### config.mk
export PLATFORM = sky130hd
export DESIGN_NAME = riscv_multicycle_ctrl
export DESIGN_NICKNAME = d
export VERILOG_FILES = /design/src/rtl/riscv_multicycle_ctrl.sv
export SDC_FILE = /design/constraint.sdc
export NUM_CORES = 1
export LEC_CHECK = 0
export ABC_AREA = 1
export CAP_MARGIN = 20
export CORE_MARGIN = 1.5
export CORE_UTILIZATION = 45
export DETAILED_ROUTE_END_ITERATION = 16
export PLACE_DENSITY = 0.88
export SYNTH_ARGS = -nofsm -noshare
export SYNTH_HDL_FRONTEND = slang
export SYNTH_SLANG_ARGS = --single-unit
### constraint.sdc
create_clock -name clk -period 2.8 [get_ports clk]
set_clock_uncertainty 0.1 [all_clocks]
set_input_delay 0.56 -clock clk [delete_from_list [all_inputs] [get_ports clk]]
set_output_delay 0.56 -clock clk [all_outputs]
set_load 0.02 [all_outputs]
### src/rtl/riscv_multicycle_ctrl.sv
// riscv_multicycle_ctrl: multi-cycle RV32I control FSM.
// Sequences fetch/decode/execute/mem/writeback, halts on illegal op or memory stall.
//
// Ports:
//   clk, rst_n            clock (rising), async active-low reset
//   instr[31:0]           instruction register contents
//   imem_ready            instruction memory data valid
//   dmem_ready            data memory access complete
//   alu_zero              ALU result == 0
//   imem_req, ir_we       fetch request, IR load strobe
//   pc_we, pc_src         PC write strobe, 0 = PC+4 / 1 = PC+imm
//   imm_typ[6:0]          opcode to the sign-extender, 0 in FETCH/HALT
//   alu_src_b, alu_op     ALU operand B select, ALU op select
//   dmem_req, dmem_we     data memory request / store
//   reg_we, wb_sel        register-file write, 0 = ALU / 1 = memory
//   state[2:0]            current state (debug)
//   illegal, timeout      sticky fault flags
//   instret[31:0]         retired-instruction count
module riscv_multicycle_ctrl #(
  parameter int MEM_TIMEOUT = 15
) (
  input  logic        clk,
  input  logic        rst_n,
  input  logic [31:0] instr,
  input  logic        imem_ready,
  input  logic        dmem_ready,
  input  logic        alu_zero,
  output logic        imem_req,
  output logic        ir_we,
  output logic        pc_we,
  output logic        pc_src,
  output logic [6:0]  imm_typ,
  output logic        alu_src_b,
  output logic [1:0]  alu_op,
  output logic        dmem_req,
  output logic        dmem_we,
  output logic        reg_we,
  output logic        wb_sel,
  output logic [2:0]  state,
  output logic        illegal,
  output logic        timeout,
  output logic [31:0] instret
);

  localparam logic [2:0] S_FETCH  = 3'd0;
  localparam logic [2:0] S_DECODE = 3'd1;
  localparam logic [2:0] S_EXEC   = 3'd2;
  localparam logic [2:0] S_MEM    = 3'd3;
  localparam logic [2:0] S_WB     = 3'd4;
  localparam logic [2:0] S_HALT   = 3'd5;

  localparam int CW =
    (MEM_TIMEOUT < 2) ? 1 : $clog2(MEM_TIMEOUT + 1);
  localparam logic [CW-1:0] TMO = CW'(MEM_TIMEOUT);

  logic [2:0]    r_state;
  logic [2:0]    w_next;
  logic [CW-1:0] r_wait;
  logic          r_illegal;
  logic          r_timeout;
  logic [31:0]   r_instret;

  logic [6:0] w_opc;
  logic       w_is_r;
  logic       w_is_i;
  logic       w_is_l;
  logic       w_is_s;
  logic       w_is_b;
  logic       w_is_lui;
  logic       w_legal;
  logic       w_src_b;
  logic [1:0] w_op;
  logic       w_wait_inc;
  logic       w_tmo_hit;
  logic       w_tmo_evt;
  logic       w_unused;

  assign w_opc    = instr[6:0];
  assign w_is_r   = (w_opc == 7'b0110011);
  assign w_is_i   = (w_opc == 7'b0010011);
  assign w_is_l   = (w_opc == 7'b0000011);
  assign w_is_s   = (w_opc == 7'b0100011);
  assign w_is_b   = (w_opc == 7'b1100011);
  assign w_is_lui = (w_opc == 7'b0110111);
  // Only beq/bne are supported: funct3[2:1] must be 00.
  assign w_legal  = w_is_r | w_is_i | w_is_l | w_is_s | w_is_lui
                  | (w_is_b & (instr[14:13] == 2'b00));
  assign w_unused = ^{instr[31:15], instr[11:7]};

  always_comb begin
    w_src_b = 1'b0;
    w_op    = 2'b00;
    unique case (1'b1)
      w_is_r:         w_op = 2'b10;
      w_is_i: begin
        w_src_b = 1'b1;
        w_op    = 2'b10;
      end
      w_is_l, w_is_s: w_src_b = 1'b1;
      w_is_lui: begin
        w_src_b = 1'b1;
        w_op    = 2'b11;
      end
      w_is_b:         w_op = 2'b01;
      default: ;
    endcase
  end

  // Stall cycles: a request is outstanding and memory is not ready.
  assign w_wait_inc =
      ((r_state == S_FETCH) && !imem_ready)
    | ((r_state == S_MEM) && !dmem_ready);
  assign w_tmo_hit = (MEM_TIMEOUT != 0) && (r_wait == TMO);
  assign w_tmo_evt = w_tmo_hit && w_wait_inc;

  always_ff @(posedge clk or negedge rst_n) begin
    if (!rst_n) r_state <= S_FETCH;
    else        r_state <= w_next;
  end

  always_comb begin
    w_next = r_state;
    unique case (r_state)
      S_FETCH: begin
        if (imem_ready)     w_next = S_DECODE;
        else if (w_tmo_hit) w_next = S_HALT;
      end
      S_DECODE: w_next = w_legal ? S_EXEC : S_HALT;
      S_EXEC: begin
        if (w_is_l || w_is_s) w_next = S_MEM;
        else if (w_is_b)      w_next = S_FETCH;
        else                  w_next = S_WB;
      end
      S_MEM: begin
        if (dmem_ready)     w_next = w_is_l ? S_WB : S_FETCH;
        else if (w_tmo_hit) w_next = S_HALT;
      end
      S_WB:   w_next = S_FETCH;
      S_HALT: w_next = S_HALT;
      default: w_next = S_HALT;
    endcase
  end

  // Strobes are forced low for as long as reset is held.
  always_comb begin
    imem_req  = 1'b0;
    ir_we     = 1'b0;
    pc_we     = 1'b0;
    pc_src    = 1'b0;
    imm_typ   = 7'd0;
    alu_src_b = 1'b0;
    alu_op    = 2'b00;
    dmem_req  = 1'b0;
    dmem_we   = 1'b0;
    reg_we    = 1'b0;
    wb_sel    = 1'b0;
    if (rst_n) begin
      unique case (r_state)
        S_FETCH: begin
          imem_req = 1'b1;
          ir_we    = imem_ready;
        end
        S_DECODE: imm_typ = w_opc;
        S_EXEC: begin
          imm_typ   = w_opc;
          alu_src_b = w_src_b;
          alu_op    = w_op;
          if (w_is_b) begin
            pc_we  = 1'b1;
            pc_src = alu_zero ^ instr[12];
          end
        end
        S_MEM: begin
          imm_typ   = w_opc;
          alu_src_b = w_src_b;
          alu_op    = w_op;
          dmem_req  = 1'b1;
          dmem_we   = w_is_s;
          pc_we     = w_is_s & dmem_ready;
        end
        S_WB: begin
          imm_typ = w_opc;
          reg_we  = 1'b1;
          wb_sel  = w_is_l;
          pc_we   = 1'b1;
        end
        default: ;
      endcase
    end
  end

  always_ff @(posedge clk or negedge rst_n) begin
    if (!rst_n)                 r_wait <= '0;
    else if (w_next != r_state) r_wait <= '0;
    else if (w_wait_inc)        r_wait <= r_wait + 1'b1;
  end

  // Every retirement writes the PC, so pc_we doubles as the retire strobe.
  always_ff @(posedge clk or negedge rst_n) begin
    if (!rst_n) begin
      r_illegal <= 1'b0;
      r_timeout <= 1'b0;
      r_instret <= 32'd0;
    end else begin
      if (r_state == S_DECODE && !w_legal) r_illegal <= 1'b1;
      if (w_tmo_evt)                       r_timeout <= 1'b1;
      if (pc_we)                           r_instret <= r_instret + 32'd1;
    end
  end

  assign state   = r_state;
  assign illegal = r_illegal;
  assign timeout = r_timeout;
  assign instret = r_instret;

endmodule
==> flow_summary.ini <==
[outcome]
status = completed

[critical_path]
reg2reg_to = instret[16]
r2r_start = instret[0]
reg2reg_depth = 10
critPathKind = input port to output pin
critPathLaunchType = input port
required_ns = 2.14
end_kind = output pin
rrSetupSlack_ns = 0.63
cp_max_fo = 3
arrival_ns = 2.05

[routing]
drtIter0Drc = 233
drc_errors = 0
ant_nets = 0
vias = 3103
drtPass1Iterations = 5
wirelength_um = 7940
avgViaCountPerCell = 5.33
wire_per_inst_um = 13.6

[clocking]
post_cts_buffers = 0
clock_sinks = 41
clkLatencyLatePin_ns = 0.30
cts-htree-levels = 2
cts_made_buffers = 5
cts_tree = yes
cts_buffer_depth = 2
root_buffer = clkbuf_8
clk_pin_slew_ns = 0.08

[logic_synthesis]
ys_warn_count = 0
synth_area_leaders = dfrtp_1 (36%), nand2_1 (15%), nor2_1 (8.9%), xor2_1 (6.8%), inv_1 (6.4%)
avgSynthCellArea_sq_um = 6.80
syn_area_sq_um = 2820
synth_ff_type = dfrtp_1
synth-simple-area-share = 0.384
ys_types = 32
synth-adder-area-share = 0.00887
synth.top_cell.area_share = 0.363
synth_mux_area_frac = 0.00355
synth_cells = 415
seq_area_frac_synth = 0.363
async_flop_share = 1.00
synth_compound_area_frac = 0.0660
synth_edf_count = 0
syn_nets = 454
synth_top_family_by_area = simple AND/OR/NAND/NOR gates
synth_xor_area_frac = 0.0869
ys_ff_latch = 41
synth_top_area_cell = dfrtp_1

[place]
gp_congestion = 0.928
hpwl_um = 6140
port_buffers = 69
dp_slack_ns = -0.318

[power]
pwr-share-clk = 0.176
leakagePower_uw = 0.00181
seqPwrFrac = 0.344
power_density_nw_per_um2 = 734
switching_share = 0.429
combPwrFrac = 0.480
p_sw_uw = 1210
p_int_uw = 1610
ir_drop_v = 0.000407

[global_routing]
grt_start_max_net_pins = 49
grt_antenna_before_repair = 0
grt-ovfl-total = 0
grt_pass1_wl_um = 12600
grt_pass1_vias = 2765
groute.usage.overall = 0.241

[min_path]
hp-class = input port to asynchronous set/reset pin

[sta]
relSlewSlack = 0.681
finalMaxSlewViolations = 0
rsz0062_at_grt = no
fin_ws_ns = 0.0890
max_freq_mhz = 369
setup_violations = 0
worst_pin_slew_ns = 0.476
hold_violations = 0
period_needed_ns = 2.71
post-route-period-util = 0.968

[layout]
fin_util = 0.640
drive_above_1_share = 0.0947
syn_to_final_growth_pct = 35.9
nets = 545
n_fill_cell = 530
antenna_cells = 0

[floorplanning]
dieHeight_um = 82.2
rows = 28
ios = 92
die_x_um = 82.2
dieArea_sq_um = 6760
start_util = 0.471
core_sq_um = 5990

[flow_run]
drv_cap = 0
## area by class of cell
cell class              count  area [sq um]  share of cell area
clock inverters             1          30.0             0.00783
inverters                  52           195              0.0509
repair buffers             91           848               0.221
well taps                  75          93.8              0.0245
flip-flops and latches     41          1030               0.267
clock buffers               7          86.3              0.0225
multi-input cells         315          1560               0.406
## power by group through the flow
stage	Combinational [uW]	Sequential (uW)	Clock [uW]
after detailed placement	1360	970	0
after global routing	1490	994	527
after CTS	1360	964	496
after floorplan	629	1120	0
after global placement	1320	963	0
final	1350	967	496
## layout by cell type (no fill, tap or decap), types with 2 or more instances in the layout
cell type	netlist	final
xor2_1	22	22
nor2_1	67	67
inv_1	48	48
clkdlybuf4s50_1	0	56
clkbuf_8	0	6
ha_1	2	2
nor4_1	2	2
nand2_4	2	2
o21ai_0	22	22
nor2_4	1	2
or2_2	2	2
dlymetal6s2s_1	0	4
buf_4	0	21
dfrtp_1	41	41
xnor2_1	6	6
nor3_1	19	19
inv_2	3	3
clkbuf_2	0	2
a211oi_1	2	2
o21ai_2	2	2
dlygate4sd2_1	0	4
nand4_1	11	11
nand3_1	29	29
nand2_1	115	115
nand3b_1	2	2
buf_2	4	3
## critical path, cell delays in order
cell and delay [ns]:
clkdlybuf4s50_1 0.49, inv_1 0.08, buf_4 0.14, nor2_1 0.07, nand2_1 0.08, a211oi_1 0.24, dlygate4sd2_1 0.38
## how the worst max path moves through the flow
stage          startpoint  cells past startpoint   endpoint
2_1_floorplan       rst_n                      5  alu_op[1]
3_3_place_gp     instr[1]                     10      pc_we
3_5_place_dp     instr[1]                      8     pc_src
4_1_cts          instr[1]                      8     pc_src
5_1_grt          state[0]                      6   imem_req
6_report         instr[4]                      7  alu_op[1]
## cells in the mapped netlist, types with 3 or more instances
master / count
xnor2_1: 6
xor2_1: 22
buf_2: 4
nor3_1: 19
nand3_1: 29
nor2_1: 67
o21ai_0: 22
inv_2: 3
dfrtp_1: 41
nand4_1: 11
nand2_1: 115
inv_1: 48
## registers in the layout, summed over array words and instances, names as in the netlist
| register | count |
|---|---|
| r_wait | 4 |
| instret | 32 |
| illegal | 1 |
| state | 3 |
| timeout | 1 |
## kinds of logic after synthesis
family | after synthesis
AND/OR/NAND/NOR | 253
buffers and inverters | 59
flip-flops | 41
AO/OA/AOI/OAI | 31
XOR/XNOR | 28
adder cells (fa/ha/maj) | 2
multiplexers | 1
## timing repair
item	in CTS	in global routing
resized for setup	13	11
hold buffers	0	0
setup endpoints to repair	8	8
## layer usage
| metal | vias to the layer above | routed length [um] | GRT usage |
|---|---|---|---|
| met5 | - | 0 | 0 |
| met4 | 0 | 245 | 0.0949 |
| met3 | 30 | 405 | 0.0330 |
| met2 | 118 | 3720 | 0.391 |
| met1 | 1464 | 3570 | 0.325 |
| li1 | 1491 | - | - |
## metrics by stage
| stage | std cells | setup TNS [ns] | hold WS [ns] | power [uW] | area, sq um |
|---|---|---|---|---|---|
| final | 582 | 0 | 0.160 | 2820 | 3840 |
| after global routing | 582 | 0 | 0.164 | 3010 | 3840 |
| after global placement | 574 | -1.03 | 0.349 | 2290 | 3730 |
| after detailed placement | 574 | -1.44 | 0.356 | 2330 | 3730 |
| after CTS | 582 | 0 | 0.170 | 2820 | 3840 |
| after floorplan | 415 | 0 | 0.164 | 1740 | 2820 |
(Power assumes the default switching activity.)
